File: config.mk
export PLATFORM = sky130hd
export DESIGN_NAME = voice_allocator
export DESIGN_NICKNAME = d
export VERILOG_FILES = /design/src/rtl/piano_pkg.sv /design/src/rtl/scan_to_note.sv /design/src/rtl/voice_allocator.sv
export SDC_FILE = /design/constraint.sdc
export NUM_CORES = 1
export LEC_CHECK = 0
export BUFFER_PORTS_ARGS = -buffer_cell sky130_fd_sc_hd__buf_2
export CORE_ASPECT_RATIO = 1.4
export CORE_UTILIZATION = 35
export DETAILED_ROUTE_END_ITERATION = 12
export GPL_ROUTABILITY_DRIVEN = 1
export PLACE_DENSITY = 0.6
export SYNTH_ARGS = -nofsm -noshare
export SYNTH_HDL_FRONTEND = slang
export SYNTH_SLANG_ARGS = --single-unit
File: constraint.sdc
create_clock -name clk -period 17.29 [get_ports clk]
set_input_delay 3.458 -clock clk [delete_from_list [all_inputs] [get_ports clk]]
set_output_delay 3.458 -clock clk [all_outputs]
set_load 0.01 [all_outputs]
File: src/rtl/piano_pkg.sv
// Shared constants for the PS/2 piano: scan-code prefixes, volume keys,
// parser state encoding and note-index width.
package piano_pkg;

    localparam logic [7:0] CODE_BRK    = 8'hF0;
    localparam logic [7:0] CODE_EXT    = 8'hE0;
    localparam logic [7:0] CODE_VOL_UP = 8'h55;
    localparam logic [7:0] CODE_VOL_DN = 8'h4E;

    localparam int NOTE_W = 5;

    typedef enum logic [1:0] {
        ST_IDLE,
        ST_BRK,
        ST_EXT,
        ST_EXT_BRK
    } parse_state_t;

endpackage

File: src/rtl/scan_to_note.sv
// Stateless decode of a scan-code byte to a two-octave note index 0..23.
module scan_to_note
    import piano_pkg::*;
(
    input  logic [7:0]        code,
    output logic [NOTE_W-1:0] note,
    output logic              is_note
);

    always_comb begin
        note    = '0;
        is_note = 1'b1;
        case (code)
            8'h15: note = 5'd0;
            8'h1E: note = 5'd1;
            8'h1D: note = 5'd2;
            8'h26: note = 5'd3;
            8'h24: note = 5'd4;
            8'h2D: note = 5'd5;
            8'h2E: note = 5'd6;
            8'h2C: note = 5'd7;
            8'h36: note = 5'd8;
            8'h35: note = 5'd9;
            8'h3D: note = 5'd10;
            8'h3C: note = 5'd11;
            8'h2A: note = 5'd12;
            8'h34: note = 5'd13;
            8'h32: note = 5'd14;
            8'h33: note = 5'd15;
            8'h31: note = 5'd16;
            8'h3A: note = 5'd17;
            8'h42: note = 5'd18;
            8'h41: note = 5'd19;
            8'h4B: note = 5'd20;
            8'h49: note = 5'd21;
            8'h4C: note = 5'd22;
            8'h4A: note = 5'd23;
            default: is_note = 1'b0;
        endcase
    end

endmodule

File: src/rtl/voice_allocator.sv
// Polyphonic voice allocator with LRU stealing and saturating volume,
// driven by a PS/2 scan-code stream.
module voice_allocator
    import piano_pkg::*;
#(
    parameter int         NVOICE   = 4,
    parameter logic [6:0] VOL_INIT = 7'h78,
    parameter logic [6:0] VOL_MIN  = 7'h30,
    parameter logic [6:0] VOL_MAX  = 7'h7F
) (
    input  logic                     clk,
    input  logic                     clrn,
    input  logic [7:0]               code,
    input  logic                     code_valid,
    output logic [NOTE_W*NVOICE-1:0] voice_note,
    output logic [NVOICE-1:0]        voice_active,
    output logic [NOTE_W-1:0]        mono_note,
    output logic                     mono_valid,
    output logic [6:0]               volume,
    output logic                     vol_changed
);

    localparam int RW = $clog2(NVOICE);
    typedef logic [RW-1:0] idx_t;

    parse_state_t state, state_nxt;
    logic make_ev, brk_ev;

    logic [NOTE_W-1:0] dec_note;
    logic              dec_is_note;

    logic [NOTE_W-1:0] note_q [NVOICE];
    logic [NOTE_W-1:0] note_n [NVOICE];
    idx_t              rank_q [NVOICE];
    idx_t              rank_n [NVOICE];
    logic [NVOICE-1:0] active_n;

    logic              hit, free_found, best_found;
    idx_t              hit_idx, free_idx, old_idx, alloc_idx, best_rank;
    logic [NOTE_W-1:0] best_note;

    scan_to_note u_dec (
        .code    (code),
        .note    (dec_note),
        .is_note (dec_is_note)
    );

    always_ff @(posedge clk or negedge clrn) begin
        if (!clrn) state <= ST_IDLE;
        else       state <= state_nxt;
    end

    // A second prefix byte right after F0 is taken as the released key and dropped.
    always_comb begin
        state_nxt = state;
        make_ev   = 1'b0;
        brk_ev    = 1'b0;
        if (code_valid) begin
            unique case (state)
                ST_IDLE: begin
                    if (code == CODE_BRK)      state_nxt = ST_BRK;
                    else if (code == CODE_EXT) state_nxt = ST_EXT;
                    else                       make_ev   = 1'b1;
                end
                ST_BRK: begin
                    state_nxt = ST_IDLE;
                    brk_ev    = (code != CODE_BRK) && (code != CODE_EXT);
                end
                ST_EXT:     state_nxt = (code == CODE_BRK) ? ST_EXT_BRK : ST_IDLE;
                ST_EXT_BRK: state_nxt = ST_IDLE;
            endcase
        end
    end

    always_comb begin
        hit        = 1'b0;
        hit_idx    = '0;
        free_found = 1'b0;
        free_idx   = '0;
        old_idx    = '0;
        for (int unsigned v = 0; v < NVOICE; v++) begin
            if (!hit && voice_active[v] && note_q[v] == dec_note) begin
                hit     = 1'b1;
                hit_idx = idx_t'(v);
            end
            if (!free_found && !voice_active[v]) begin
                free_found = 1'b1;
                free_idx   = idx_t'(v);
            end
            if (rank_q[v] == idx_t'(NVOICE - 1)) old_idx = idx_t'(v);
        end
        alloc_idx = free_found ? free_idx : old_idx;

        note_n   = note_q;
        rank_n   = rank_q;
        active_n = voice_active;
        if (make_ev && dec_is_note && !hit) begin
            for (int unsigned v = 0; v < NVOICE; v++)
                if (rank_q[v] < rank_q[alloc_idx]) rank_n[v] = rank_q[v] + 1'b1;
            rank_n[alloc_idx]   = '0;
            note_n[alloc_idx]   = dec_note;
            active_n[alloc_idx] = 1'b1;
        end
        if (brk_ev && dec_is_note && hit) active_n[hit_idx] = 1'b0;

        // Mono output follows the post-update voices so it stays in step with them.
        best_found = 1'b0;
        best_rank  = '0;
        best_note  = mono_note;
        for (int unsigned v = 0; v < NVOICE; v++) begin
            if (active_n[v] && (!best_found || rank_n[v] < best_rank)) begin
                best_found = 1'b1;
                best_rank  = rank_n[v];
                best_note  = note_n[v];
            end
        end
    end

    always_ff @(posedge clk or negedge clrn) begin
        if (!clrn) begin
            for (int unsigned v = 0; v < NVOICE; v++) begin
                note_q[v] <= '0;
                rank_q[v] <= idx_t'(v);
            end
            voice_active <= '0;
            mono_note    <= '0;
            mono_valid   <= 1'b0;
            volume       <= VOL_INIT;
            vol_changed  <= 1'b0;
        end else begin
            note_q       <= note_n;
            rank_q       <= rank_n;
            voice_active <= active_n;
            mono_note    <= best_note;
            mono_valid   <= best_found;
            vol_changed  <= 1'b0;
            if (make_ev && code == CODE_VOL_UP && volume < VOL_MAX) begin
                volume      <= volume + 7'd1;
                vol_changed <= 1'b1;
            end else if (make_ev && code == CODE_VOL_DN && volume > VOL_MIN) begin
                volume      <= volume - 7'd1;
                vol_changed <= 1'b1;
            end
        end
    end

    always_comb begin
        voice_note = '0;
        for (int unsigned v = 0; v < NVOICE; v++)
            voice_note[v*NOTE_W +: NOTE_W] = note_q[v];
    end

endmodule

==> impl_metrics.ini <==
[setup_path]
critPathLaunchType = primary input
r2r-start = rank_q[0]$_DFF_PN1_
cp.required_ns = 17.45
cp_max_fo = 19
r2r_cells = 34
crit_type = primary input to flip-flop
crit_slowest_cell = or4b_1
cp.depth = 31
end_kind = flip-flop
crit_family = simple AND/OR/NAND/NOR gates
max_stage_delay_ns = 0.68
crit_buf_inv = 4
cp.arrival_ns = 10.33
crit_path_start = code[4]

[timing]
fmax_mhz = 98.3
skew_ns = 0.00794
fin_tns_setup_ns = 0
maxSlewViolCount = 0
holdWs_ns = 0.515
fin_crit_ns = 10.18
period_share_pct = 58.8
rsz0062_at_grt = no
slew_headroom_pct = 30.7
worst_pin_slew_ns = 1.04
hold_viol = 0
setup-violations-final = 0

[global_route]
track_usage_pct = 19.6
grt_pass1_wl_um = 18200
grt_start_max_net_pins = 49
grt_pass1_vias = 3576
gr-total-overflow = 0
antenna_found_initial = 0

[placed_design]
dpl.hpwl_um = 8760
gp_congestion = 0.904
placed_cell_area_sq_mm = 0.00433
io_buffers = 48

[routing]
drt_pre_antenna_iters = 4
initialDrtViolationCount = 195
drcViolationCount = 0
vias_per_cell = 5.75
vias = 3612
final_antenna_net_count = 0
wirelength_um = 11500
wl_per_cell_um = 18.3

[cells_and_area]
syn2layout_area_growth_pct = 12.4
antenna_cells = 0
postLayoutCellArea_sq_mm = 0.00452
nFillCells = 1174
drive_gt1_share_pct = 23.6
multi_input_area_sq_mm = 0.00257
layout.nets = 510
seq_area_sq_mm = 0.00121
fin_util_pct = 40.1

[synth]
seq_area_frac_synth_pct = 30.1
synth_top_area_share_pct = 24.9
ys.flop_type = dfrtp_1
synth_edf_count = 0
yosysWarnings = 0
synth_common_cells = dfrtp_1 (40), nand2_1 (37), inv_1 (31)
netlist_area_sq_mm = 0.00402
syn_avg_cell_area_sq_um = 9.02
synth_area_leaders = dfrtp_1 (25%), dfstp_2 (5.2%), ha_1 (4.7%)
yosys.cell_count.top_type = dfrtp_1
synthDistinctLibCells = 89
syn_nets = 473
synthCells = 446
ys_seq_elements = 48
synth-async-reset-ratio_pct = 100
synth_top_cell_by_area = dfrtp_1

[clocking]
cts_resized = 0
clk_pin_slew_ns = 0.07
cts_tree = built
cts_max_path_buffers = 2
insertion_delay_ns = 0.30
clock_sinks = 48
cts-root-buf = clkbuf_16
cts_setup_buffers = 0
cts_buffers = 5
h-tree-depth = 2
ctsHoldBuffers = 0

[floorplan]
rows = 46
die-height_um = 129
core_sq_mm = 0.0113
die_area_sq_mm = 0.0119
ioPinCount = 49
dieWidth_um = 92.6
start_util_pct = 35.7

[min_path]
hold_start = volume[6]$_DFFE_PN1P_
min_path_cells = 1
hp-class = flip-flop to flip-flop

[power_and_ir_drop]
leakage_nw = 2.10
vdd_drop_max_v = 0.0000900
power_per_cell_area_mw_per_mm2 = 157

[outcome]
status = finished clean

[run]
maxCapViolCount = 0
## routing by layer
layer	wire [um]	global-route usage [%]	part of all wire, %
met4	348	8.92	3.0
met1	4520	22.5	39
met5	0	0	0
met2	6220	35.9	54
met3	396	2.66	3.4
## sequential cells by signal, summed over array words and instances, names as in the netlist
| signal | flops |
|---|---|
| voice_active | 4 |
| mono_valid | 1 |
| volume | 7 |
| voice_note | 20 |
| mono_note | 5 |
| rank_q | 8 |
| vol_changed | 1 |
| state | 2 |
## cell families (layout without fill, tap and decap cells)
| family | count (synthesis) | in the layout | synth area share, % |
|---|---|---|---|
| buffers and inverters | 50 | 88 | 5.94 |
| flip-flops | 48 | 48 | 30.1 |
| XOR/XNOR | 22 | 22 | 4.79 |
| adder cells (fa/ha/maj) | 16 | 16 | 5.16 |
| multiplexers | 23 | 23 | 6.28 |
| AO/OA/AOI/OAI | 123 | 123 | 23.8 |
| AND/OR/NAND/NOR | 164 | 164 | 23.9 |
## worst reg2reg max path, delay by kind of cell, from the launching register on
kind            cells  cell delay (ns)
simple gates       14             2.06
compound gates     10             2.03
fa+ha+maj           5             1.16
mux                 2             0.64
flops               1             0.58
buf+inv             3             0.28
## power breakdown
group          total, mW  internal, mW  switching, mW
clock              0.131        0.0835         0.0474
combinational      0.404         0.167          0.237
sequential         0.176         0.143         0.0331
## metrics by stage
stage               cells  worst slack, ns  power, mW
detailed placement    620             6.88      0.575
CTS                   628             7.15      0.711
global route          628             6.66      0.765
global placement      620             7.00      0.570
floorplan             446             7.91      0.478
finish                628             7.11      0.711
## cell type report
type | instances | area share, %
Timing Repair Buffer | 49 | 5.48
Clock inverter | 3 | 1.52
Clock buffer | 5 | 2.77
Inverter | 31 | 2.57
Multi-Input combinational cell | 348 | 56.9
Sequential cell | 48 | 26.8
Tap cell | 144 | 3.98
## path summary, 6_finish.rpt
kind	end	slack, ns
worst max-delay path	mono_note[1]$_DFFE_PN0P_	7.11
worst min-delay path	volume[6]$_DFFE_PN1P_	0.52
worst max register to register	mono_note[1]$_DFFE_PN0P_	10.40
worst min register to register	volume[6]$_DFFE_PN1P_	0.52
max in group asynchronous	voice_note[17]$_DFF_PN0_	13.57
min in group asynchronous	voice_note[8]$_DFF_PN0_	3.28
## cell usage in the layout (no fill, tap or decap), drive strengths merged, types with 6 or more instances in the layout
| cell | n |
|---|---|
| a211oi | 8 |
| a21o | 9 |
| a21oi | 18 |
| and3 | 7 |
| buf | 49 |
| dfrtp | 40 |
| dfstp | 8 |
| ha | 15 |
| inv | 32 |
| mux2 | 8 |
| mux2i | 14 |
| nand2 | 39 |
| nand2b | 12 |
| nand3 | 10 |
| nor2 | 31 |
| nor2b | 9 |
| nor3 | 12 |
| o21ai | 29 |
| o221ai | 9 |
| or3 | 6 |
| or4 | 6 |
| xnor2 | 12 |
| xor2 | 10 |
Note: power is estimated with default switching activity, not from simulation.
